`src/rtl/_skid_buf.sv`:
```
// Two-entry skid buffer: registered ready/valid on both sides, one beat per cycle.
// Optional SKID_BUF_STATS_EN adds a saturating 16-bit downstream-stall counter.
package constants;
    localparam int WORD_LENGTH = 32;
endpackage

module _skid_buf #(
    parameter int n = constants::WORD_LENGTH
) (
    input  logic         clk,
    input  logic         reset_n,
    input  logic         flush,
    input  logic         in_valid,
    input  logic [n-1:0] in_data,
    output logic         in_ready,
    output logic         out_valid,
    output logic [n-1:0] out_data,
    input  logic         out_ready
`ifdef SKID_BUF_STATS_EN
    ,
    output logic [15:0]  stall_count
`endif
);

    typedef enum logic [1:0] {EMPTY, ONE, FULL} state_t;

    state_t       state;
    logic [n-1:0] main;
    logic [n-1:0] skid;
    logic         accept;
    logic         emit;

    // Handshake flags come straight off the state register, so in_ready never sees out_ready.
    assign in_ready  = (state != FULL);
    assign out_valid = (state != EMPTY);
    assign out_data  = main;
    assign accept    = in_valid & in_ready;
    assign emit      = out_valid & out_ready;

    always_ff @(posedge clk) begin
        if (!reset_n) begin
            state <= EMPTY;
            main  <= '0;
            skid  <= '0;
        end else if (flush) begin
            state <= EMPTY;
        end else begin
            case (state)
                EMPTY: if (accept) begin
                    main  <= in_data;
                    state <= ONE;
                end
                ONE: begin
                    if (accept && emit) begin
                        main <= in_data;
                    end else if (accept) begin
                        skid  <= in_data;
                        state <= FULL;
                    end else if (emit) begin
                        state <= EMPTY;
                    end
                end
                FULL: if (emit) begin
                    main  <= skid;
                    state <= ONE;
                end
                default: state <= EMPTY;
            endcase
        end
    end

`ifdef SKID_BUF_STATS_EN
    always_ff @(posedge clk) begin
        if (!reset_n) begin
            stall_count <= '0;
        end else if (out_valid && !out_ready && stall_count != 16'hFFFF) begin
            stall_count <= stall_count + 16'd1;
        end
    end
`endif

endmodule

```
`config.mk`:
```
export PLATFORM = sky130hd
export DESIGN_NAME = _skid_buf
export DESIGN_NICKNAME = d
export VERILOG_FILES = /design/src/rtl/_skid_buf.sv
export SDC_FILE = /design/constraint.sdc
export NUM_CORES = 1
export LEC_CHECK = 0
export BUFFER_PORTS_ARGS = -buffer_cell sky130_fd_sc_hd__buf_4
export CORE_ASPECT_RATIO = 1.75
export CORE_MARGIN = 2
export CORE_UTILIZATION = 40
export DETAILED_ROUTE_END_ITERATION = 6
export PLACE_DENSITY = 0.72
export SLEW_MARGIN = 15
export SYNTH_ARGS = -nofsm -noshare
export SYNTH_HDL_FRONTEND = slang
export SYNTH_SLANG_ARGS = --single-unit
```
`constraint.sdc`:
```
create_clock -name clk -period 3.1 [get_ports clk]
set_input_delay 0.31 -clock clk [delete_from_list [all_inputs] [get_ports clk]]
set_output_delay 0.31 -clock clk [all_outputs]
set_load 0.02 [all_outputs]
```
# [After elaboration in Yosys (flattened, before gate mapping)]
# Index checks and enable logic that the tools add are counted.
[totals] regBits=66 word_cells=34 in_bits=37
[classes] mux=10 bitwise=5 eq_ne=8 reduce_logical=8
[op_table] operator="32-bit 2-to-1 mux" n=3
[op_table] operator="32-bit case mux with 3 select lines" n=1
[op_table] operator="2-bit 2-to-1 mux" n=5
[op_table] operator="2-bit != test, second input constant" n=5
[op_table] operator="4-bit AND reduction" n=2
[op_table] operator="2-bit case mux with 3 select lines" n=1
[op_table] operator="5-bit AND reduction" n=1
[op_table] operator="3-bit != test, second input constant" n=1
[op_table] operator="1-bit NOT" n=3
[op_table] operator="3-bit nonzero test" n=1
[op_table] operator="1-bit bitwise AND" n=2
[op_table] operator="2-bit by 1-bit equality test with 1-bit output, second input constant" n=1
[op_table] operator="2-bit equality test, second input constant" n=1
[op_table] operator="2-bit zero test" n=1
[op_table] operator="2-bit nonzero test" n=1
[op_table] operator="2-bit OR reduction" n=1
[op_table] operator="1-bit logical AND" n=1

# [Longest topological paths before layout]
# Gate-level depths: netlist of the first run.
[depth] depth_word=6 ltp_mapped=6 depth_no_buf=4

# [Least setup slack after synthesis of the first run]
# OpenSTA, ideal clock, no wires.
[synth_timing] kind="register to register" start="reg state[1]" end="reg main[10] (netlist: out_data[10])" path_stages_with_launch=7 t_arrival_ns=1.292 synth_period_minus_slack_ns=1.408 path_buffers=2 slack_ns=1.692 path_cell_list="dfxtp_1 and3b_1 a21oi_2 or2_1 buf_6 buf_8 a31o_1"
[synth_via] elab_chain_cells=5 elab_cells_between_ends=14 cone_classes="eq/ne (6); mux (1); bitwise (2); reduce/logical (5)"
[synth_lines] element="start, declared" line_no="27" text="state_t state;"
[synth_lines] element="start signal, assigned" line_no="42" text="state <= EMPTY;"
[synth_lines] element="start signal, assigned" line_no="46" text="state <= EMPTY;"
[synth_lines] element="start signal, assigned" line_no="51" text="state <= ONE;"
[synth_lines] element="2-bit != test or 2-bit nonzero test (tied branches)" line_no="34, 35"
[synth_lines] element="1-bit bitwise AND (on tied branches)" line_no="37, 38"
[synth_lines] element="1-bit logical AND" line_no="54" text="if (accept && emit) begin"
[synth_lines] element="2-bit != test (no source line)"
[synth_lines] element="5-bit AND reduction (no source line)"
[synth_lines] element="end signal, assigned" line_no="50" text="main <= in_data;"
[synth_lines] element="end signal, assigned" line_no="55" text="main <= in_data;"
[synth_lines] element="end signal, assigned" line_no="64" text="main <= skid;"
[synth_lines] element="end, declared" line_no="28" text="logic [n-1:0] main;"
# Parallel ways exist; a longest one is shown, timed or not.
# A chain may end at the register's enable or synchronous reset.

# [Worst setup path after layout of the first run]
[layout_timing] start="reg state[0]" end="out in_ready"
[layout_via] elab_chain_cells=1
[layout_lines] element="2-bit != test" line_no="34" text="assign in_ready = (state != FULL);"
[layout_lines] element="end, declared" line_no="15" text="output logic in_ready,"
# Every way passes these cells.

==> results of run 1 <==
## cells in the final DEF, fill, tap and decap left out
master / netlist / final
buf_4: 4 / 75
nand2_1: 66 / 66
dfxtp_1: 66 / 66
a21oi_1: 33 / 33
mux2i_1: 32 / 32
nor4_1: 32 / 32
a31o_1: 32 / 32
clkbuf_16: 0 / 9
or2_2: 1 / 2
nand2b_1: 3 / 2
bufinv_16: 0 / 2
clkinv_2: 0 / 2
inv_2: 0 / 1
o21a_1: 1 / 1
nor2b_2: 1 / 1
o22a_1: 1 / 1
nor3_1: 1 / 1
and3b_1: 1 / 1
a21oi_4: 0 / 1
nand2b_2: 0 / 1
nor3_4: 0 / 1
or3_2: 0 / 1
a2111oi_0: 1 / 1
clkbuf_8: 0 / 1
clkinvlp_4: 0 / 1
clkbuf_1: 17 / 1
## power groups by stage
| stage | Sequential, mW | Clock (mW) | Combinational (mW) |
|---|---|---|---|
| CTS | 0.891 | 1.09 | 0.217 |
| floorplan | 0.931 | 0 | 0.0991 |
| detailed placement | 0.909 | 0 | 0.216 |
| finish | 0.891 | 1.07 | 0.216 |
| global placement | 0.908 | 0 | 0.213 |
| global route | 0.893 | 1.13 | 0.235 |
## final cells by class
cell class              count  area (sq um)  area share [%]
multi-input cells         209          1340            36.6
flip-flops and latches     66          1320            36.2
inverters                   1          3.75           0.103
repair buffers             75           563            15.4
well taps                  84           105            2.88
clock inverters             5          77.6            2.13
clock buffers              11           243            6.65
## layer usage
layer	track usage [%]	share of wire (%)	wire length (um)
met5	0	0	0
met4	8.84	2.1	148
met3	4.60	4.4	316
met2	34.1	55	3890
met1	23.1	39	2770
## worst paths after layout
kind | start | to | slack (ns) | cells after the start
worst max register to register | state[0] | out_data[14] | 1.18 | 5
worst min register to register | skid[18] | skid[18] | 0.45 | 2
worst max-delay path | state[0] | in_ready | 0.96 | 3
worst min-delay path | out_ready | state[1] | 0.20 | 2
## logic make-up after synthesis
family                 count (synthesis)  share of synthesized area, %
buffers and inverters                 34                          6.85
flip-flops                            66                          46.6
AO/OA/AOI/OAI                         69                          16.9
multiplexers                          32                          11.3
AND/OR/NAND/NOR                      108                          18.3
## per-stage QoR
stage | power [mW] | area, sq um | setup WS [ns]
floorplan | 1.03 | 2830 | 1.69
global placement | 1.12 | 3330 | 1.08
detailed placement | 1.12 | 3330 | 1.02
CTS | 2.19 | 3650 | 0.936
global route | 2.25 | 3650 | 0.855
finish | 2.17 | 3650 | 0.961
## state kept, by name, indices dropped and copies added, names as in the netlist
register	count
out_data	32
skid	32
state	2
==> flow_metrics.env, run 1 <==
export IMPL_start_util_pct=41.3
export IMPL_relSlewSlack_pct=55.2
export IMPL_finalSetupViolations=0
export IMPL_period_minus_slack_ns=2.14
export IMPL_drv_cap=0
export IMPL_vias=2455
export IMPL_avgSynthCellArea_sq_um=9.17
export IMPL_slowest_stage="nand2b_2"
export IMPL_yosysTopAreaCellShare_pct=46.6
export IMPL_powerDensity_nw_per_um2=596
export IMPL_clock_power_share_pct=49.1
export IMPL_path_clk_slew_ns=0.05
export IMPL_cts_tree="done"
export IMPL_coreArea_sq_um=6860
export IMPL_clock_sinks=66
export IMPL_switching_share_pct=22.2
export IMPL_fin_cells=451
export IMPL_synth_area_leaders="dfxtp_1 47%, mux2i_1 11%, a31o_1 9.9%"
export IMPL_hp_class="input port to register"
export IMPL_cts_resized_gates=0
export IMPL_tightest_slew_ns=0.671
export IMPL_rsz0062_at_grt="false"
export IMPL_drive_gt1_share_pct=26.7
export IMPL_path_class="register to output pin"
export IMPL_syn_inst=309
export IMPL_grt_usage_pct=20.0
export IMPL_netlist_top_cells_count="66 x dfxtp_1, 66 x nand2_1, 33 x a21oi_1"
export IMPL_timing_final_crit_share_pct=69.0
export IMPL_pwr_share_seq_pct=41.0
export IMPL_slowest_delay_ns=0.46
export IMPL_fin_util_pct=53.2
export IMPL_ir_worst_vdd_mv=0.403
export IMPL_drv_slew=0
export IMPL_synth_ff_type="dfxtp_1"
export IMPL_ys_async_sr_fraction_pct=0
export IMPL_die_x_um=67.6
export IMPL_path_common_cell="buf_4"
export IMPL_ys_ff_latch=66
export IMPL_drt_wl_total_um=7130
export IMPL_grt_pass1_wl_um=11700
export IMPL_yosysWarnings=0
export IMPL_grt_ovfl_total=0
export IMPL_timing_fmax_ghz=0.467
export IMPL_crit_arrival_ns=1.83
export IMPL_ys_types=24
export IMPL_viasPerCell=5.44
export IMPL_path_cells="nand2b_2 > buf_4 > buf_4"
export IMPL_grt_max_degree=40
export IMPL_power_switching_mw=0.482
export IMPL_wl_per_cell_um=15.8
export IMPL_path_max_fanout=21
export IMPL_hold_ws_ns=0.199
export IMPL_dpl_cell_count=435
export IMPL_placementRows=40
export IMPL_syn_area_sq_um=2830
export IMPL_nets=399
export IMPL_h_tree_depth=3
export IMPL_area_delta_synth_final_pct=28.8
export IMPL_cts_hold_buf=0
export IMPL_path_buf_inv=2
export IMPL_cts_buffer_depth=2
export IMPL_p_leak_nw=1.62
export IMPL_hold_violations=0
export IMPL_clk_root_buffer_cell="clkbuf_16"
export IMPL_crit_family="buffers and inverters"
export IMPL_die_h_um=115
export IMPL_drtPass1Iterations=5
export IMPL_place_hpwl_um=4520
export IMPL_portBuffers=70
export IMPL_end_kind="output pin"
export IMPL_syn_nets=346
export IMPL_numCtsBuffers=9
export IMPL_dieArea_sq_um=7800
export IMPL_globalplace_congestion=0.719
export IMPL_setup_tns_ns=0
export IMPL_crit_path_start_kind="register"
export IMPL_drc=0
export IMPL_ys_seq_area_share_pct=46.6
export IMPL_fin_skew_ns=0.00397
export IMPL_fillerInstances=630
export IMPL_drtIter0Drc=148
export IMPL_outcome="complete, no violations"
export IMPL_grt_pass1_vias=2408
export IMPL_drtAntennaViolNets=0
export IMPL_synth_edff_count=0
export IMPL_cts_setup_buffers=0
export IMPL_critPathRequiredTime_ns=2.79
export IMPL_pwr_share_comb_pct=9.9
export IMPL_diodes=0
export IMPL_p_int_mw=1.69
export IMPL_io_pins=71
export IMPL_insertion_delay_ns=0.32
export IMPL_yosysTopAreaCell="dfxtp_1"
export IMPL_antenna_found_initial=0
Note: power is estimated with default switching activity, not from simulation.
==> run 2: changes to the inputs <==
- PLACE_DENSITY: 0.72 -> 0.74
- clock period: 3.1 -> 1.75 ns (I/O delays scaled with it)
==> run 2 against run 1 <==
Sequential power is 77% higher. Combinational power up 82%. First-iteration DRC count increased by 2.7%. Final area is 2.7% higher. Register-to-register slack got worse by 0.95 ns. Flip-flop and latch count unchanged. Worst setup slack worse by 0.77 ns. Routed wire length rose by 0.90%. Hold slack worse by 0.13 ns. Count of clock-buffer cells in the layout down 2. Total power is 84% higher. Largest cell class unchanged. Highest routed layer unchanged.
==> flow_metrics.env, run 2 (synthesis results as in run 1) <==
export IMPL_outcome="complete, no violations"
export IMPL_p_leak_nw=1.68
export IMPL_h_tree_depth=3
export IMPL_multi_input_area_sq_um=1330
export IMPL_die_h_um=115
export IMPL_grt_max_degree=45
export IMPL_coreArea_sq_um=6860
export IMPL_path_common_cell="buf_4"
export IMPL_finalPower_mw=4.01
export IMPL_grt_usage_pct=20.0
export IMPL_drt_wl_total_um=7190
export IMPL_area_delta_synth_final_pct=32.3
export IMPL_start_util_pct=41.3
export IMPL_clock_sinks=66
export IMPL_drv_slew=0
export IMPL_drtPass1Iterations=5
export IMPL_slowest_stage="dfxtp_1"
export IMPL_nets=407
export IMPL_hold_violations=0
export IMPL_end_kind="output pin"
export IMPL_final_common_cell="buf_4"
export IMPL_drtAntennaViolNets=0
export IMPL_die_x_um=67.6
export IMPL_timing_fmax_ghz=0.642
export IMPL_tightest_slew_ns=0.322
export IMPL_dieArea_sq_um=7800
export IMPL_setup_tns_ns=0
export IMPL_layout_common_cells="81 x buf_4, 66 x nand2_1, 66 x dfxtp_1"
export IMPL_slowest_delay_ns=0.39
export IMPL_seq_area_sq_um=1320
export IMPL_ir_worst_vdd_mv=0.535
export IMPL_drv_cap=0
export IMPL_period_minus_slack_ns=1.56
export IMPL_finalSetupViolations=0
export IMPL_path_max_fanout=15
export IMPL_insertion_delay_ns=0.33
export IMPL_critPathRequiredTime_ns=1.57
export IMPL_crit_path_start_kind="register"
export IMPL_powerDensity_nw_per_um2=1070
export IMPL_cts_resized_gates=0
export IMPL_crit_start="state[0]"
export IMPL_crit_arrival_ns=1.38
export IMPL_hp_start="out_ready"
export IMPL_drc=0
export IMPL_cts_setup_buffers=0
export IMPL_antenna_found_initial=0
export IMPL_hold_ws_ns=0.0647
export IMPL_clk_root_buffer_cell="clkbuf_16"
export IMPL_diodes=0
export IMPL_grt_ovfl_total=0
export IMPL_portBuffers=70
export IMPL_numCtsBuffers=9
export IMPL_reg2reg_from="state[0]"
export IMPL_vias=2504
export IMPL_timing_final_crit_share_pct=89.0
export IMPL_placementRows=40
export IMPL_rsz0062_at_grt="false"
export IMPL_path_cells="nand2b_2 > buf_4 > buf_4"
export IMPL_viasPerCell=5.46
export IMPL_hp_class="input port to register"
export IMPL_cts_buffer_depth=2
export IMPL_fillerInstances=612
export IMPL_place_hpwl_um=4940
export IMPL_drtIter0Drc=152
export IMPL_cts_tree="done"
export IMPL_wl_per_cell_um=15.7
export IMPL_grt_pass1_wl_um=11500
export IMPL_fin_skew_ns=0.00344
export IMPL_path_class="register to output pin"
export IMPL_io_pins=71
export IMPL_path_clk_slew_ns=0.05
export IMPL_cts_hold_buf=0
export IMPL_grt_pass1_vias=2330
export IMPL_relSlewSlack_pct=78.0
export IMPL_globalplace_congestion=0.731
export IMPL_drive_gt1_share_pct=28.0
[run 2: cell types whose count changed in the layout (fill, tap and decap cells not counted)]
cell	before	now
buf_4	75	81
buf_12	0	2
clkinv_4	0	2
a21oi_2	0	1
a21oi_4	1	0
bufinv_16	2	3
clkbuf_1	1	0
clkbuf_8	1	0
clkinvlp_4	1	0
or2_1	0	1
or2_2	2	1
or3_1	0	1
or3_2	1	0
[run 2: worst max-delay path, delay by kind of cell, from the launching register on]
kind                   cells  cell delay [ns]
buffers and inverters      2             0.48
DFF                        1             0.39
and+or+nand+nor            1             0.18
[run 2: worst paths after layout]
path	slack, ns	cells after the start	end
max	0.19	3	in_ready
min	0.06	2	state[1]
max reg2reg	0.23	5	out_data[19]
min reg2reg	0.45	2	skid[14]
[run 2: through the flow]
step                      std cells  instance area (sq um)  util (%)  worst slack (ns)
after global placement          443                   3400      49.7             0.315
after CTS                       459                   3750      54.7             0.183
after floorplan                 309                   2830         -             0.342
after detailed placement        443                   3400      49.7             0.258
final                           459                   3750      54.7             0.192
after global routing            459                   3750      54.7             0.106
[run 2: layout make-up]
cell class,count,share of cell area [%]
Timing Repair Buffer,83,17.3
Inverter,1,0.100
Sequential cell,66,35.3
Tap cell,84,2.80
Multi-Input combinational cell,209,35.4
Clock inverter,7,3.14
Clock buffer,9,6.01
[run 2: report_power, final]
| part | switching [mW] | internal [mW] |
|---|---|---|
| registers | 0.0294 | 1.55 |
| logic | 0.216 | 0.177 |
| clock network | 0.648 | 1.39 |
[run 2: routing by layer]
| metal | global-route usage, % | vias to the layer above | wire, um |
|---|---|---|---|
| met1 | 22.3 | 1182 | 2710 |
| met2 | 34.6 | 67 | 3990 |
| met3 | 5.19 | 11 | 339 |
| met5 | 0 | - | 0 |
| met4 | 8.71 | 0 | 149 |
| li1 | - | 1244 | - |
==> run 3: changes to the inputs <==
- CTS_BUF_LIST: unset -> sky130_fd_sc_hd__clkbuf_4 sky130_fd_sc_hd__clkbuf_8
- PLACE_DENSITY: 0.74 -> 0.65
==> run 3 against run 2 <==
Register-to-register slack hardly changed. Clock power is 35% lower. Sequential share of layout area increased by 1.2 points. Flip-flop and latch count did not move. Critical path type is now register to register. Largest cell class unchanged. Highest routed layer unchanged.
==> flow_metrics.env, run 3 (synthesis results as in run 1) <==
export IMPL_outcome="complete, no violations"
export IMPL_clock_sinks=66
export IMPL_crit_arrival_ns=1.76
export IMPL_timing_fmax_ghz=0.658
export IMPL_drv_slew=0
export IMPL_drt_met1_wl_um=2860
export IMPL_rsz0062_at_grt="false"
export IMPL_start_util_pct=41.3
export IMPL_relSlewSlack_pct=68.6
export IMPL_power_switching_mw=0.797
export IMPL_top_layer="met4"
export IMPL_pwr_share_seq_pct=47.7
export IMPL_placementRows=40
export IMPL_grt_pass1_vias=2404
export IMPL_grt_max_degree=36
export IMPL_fin_cells=459
export IMPL_globalplace_congestion=0.725
export IMPL_seq_area_sq_um=1320
export IMPL_die_x_um=67.6
export IMPL_numCtsBuffers=9
export IMPL_antenna_found_initial=0
export IMPL_nets=408
export IMPL_tightest_slew_ns=0.471
export IMPL_slowest_stage="dfxtp_1"
export IMPL_drt_wl_total_um=7450
export IMPL_critPathRequiredTime_ns=1.99
export IMPL_slowest_delay_ns=0.39
export IMPL_layout_common_cells="82 x buf_4, 66 x nand2_1, 66 x dfxtp_1"
export IMPL_vias=2478
export IMPL_drv_cap=0
export IMPL_drtIter0Drc=125
export IMPL_path_clk_slew_ns=0.06
export IMPL_powerDensity_nw_per_um2=913
export IMPL_period_minus_slack_ns=1.52
export IMPL_insertion_delay_ns=0.35
export IMPL_drc=0
export IMPL_grt_usage_pct=20.7
export IMPL_place_hpwl_um=5100
export IMPL_setup_tns_ns=0
export IMPL_io_pins=71
export IMPL_post_place_ws_ns=0.212
export IMPL_fillerInstances=669
export IMPL_grt_ovfl_total=0
export IMPL_path_cells="nand2b_1 > a21oi_2 > buf_4 > nor4_1 > a31o_1"
export IMPL_portBuffers=70
export IMPL_cts_tree="done"
export IMPL_ir_worst_vdd_mv=0.523
export IMPL_drtAntennaViolNets=0
export IMPL_drtPass1Iterations=4
export IMPL_p_leak_nw=1.62
export IMPL_setup_slack_ns=0.230
export IMPL_drive_gt1_share_pct=28.0
export IMPL_switching_share_pct=24.1
export IMPL_cts_resized_gates=0
export IMPL_fin_skew_ns=0.00337
export IMPL_cts_buffer_depth=2
export IMPL_area_delta_synth_final_pct=27.8
export IMPL_die_h_um=115
export IMPL_dpl_cell_count=444
export IMPL_h_tree_depth=3
export IMPL_crit_path_start_kind="register"
export IMPL_end_kind="register"
export IMPL_finalSetupViolations=0
export IMPL_fin_util_pct=52.8
export IMPL_pwr_share_comb_pct=12.1
export IMPL_path_max_fanout=19
export IMPL_hold_violations=0
export IMPL_diodes=0
export IMPL_clk_root_buffer_cell="clkbuf_8"
export IMPL_hp_class="input port to register"
export IMPL_final_common_cell="buf_4"
export IMPL_wl_met3_um=314
export IMPL_wl_per_cell_um=16.2
export IMPL_path_class="register to register"
export IMPL_dieArea_sq_um=7800
export IMPL_timing_final_crit_share_pct=86.9
export IMPL_grt_pass1_wl_um=11800
export IMPL_cts_setup_buffers=0
export IMPL_cts_hold_buf=0
export IMPL_coreArea_sq_um=6860
export IMPL_multi_input_area_sq_um=1330
export IMPL_crit_family="compound AO/OA/AOI/OAI gates"
export IMPL_dr_wl_met2_um=4080
export IMPL_p_int_mw=2.51
export IMPL_clock_power_share_pct=40.2
export IMPL_viasPerCell=5.40
export IMPL_path_buf_inv=1
export IMPL_finalPower_mw=3.30
==> run 3: cell types whose count changed in the layout (fill, tap and decap cells not counted) <==
cell	previous run	this run
buf_4	81	82
bufinv_16	3	1
clkbuf_16	9	0
clkbuf_4	0	1
clkbuf_8	0	12
clkinv_2	2	1
clkinv_4	2	0
==> run 3: metrics by stage <==
stage	area, sq um	hold slack, ns
2_1_floorplan	2830	0.267
3_3_place_gp	3410	0.394
3_5_place_dp	3410	0.405
4_1_cts	3620	0.0313
5_1_grt	3620	0.0472
6_report	3620	0.0454
==> run 3: layout make-up <==
type,instances,share of cell area (%)
Multi-Input combinational cell,209,36.6
Clock inverter,2,0.968
Inverter,1,0.104
Sequential cell,66,36.5
Timing Repair Buffer,84,18.1
Tap cell,84,2.90
Clock buffer,13,4.77
==> run 3: power groups by stage <==
stage / combinational, mW / clock [mW] / sequential, mW
final: 0.399 / 1.33 / 1.58
after global routing: 0.432 / 1.43 / 1.58
after CTS: 0.403 / 1.36 / 1.58
after detailed placement: 0.402 / 0 / 1.61
after global placement: 0.395 / 0 / 1.61
after floorplan: 0.175 / 0 / 1.65
==> run 3: worst paths after layout <==
path | from | end | slack [ns] | depth (start not counted)
hold / removal | out_ready | state[1] | 0.05 | 2
hold reg to reg | skid[28] | skid[28] | 0.45 | 2
setup / recovery | state[0] | out_data[11] | 0.23 | 5
setup reg to reg | state[0] | out_data[11] | 0.23 | 5
==> run 3: per-layer routing <==
| metal | GRT usage [%] | vias to the layer above |
|---|---|---|
| met3 | 3.91 | 13 |
| met2 | 36.5 | 66 |
| li1 | - | 1237 |
| met4 | 11.3 | 0 |
| met5 | 0 | - |
| met1 | 22.3 | 1162 |
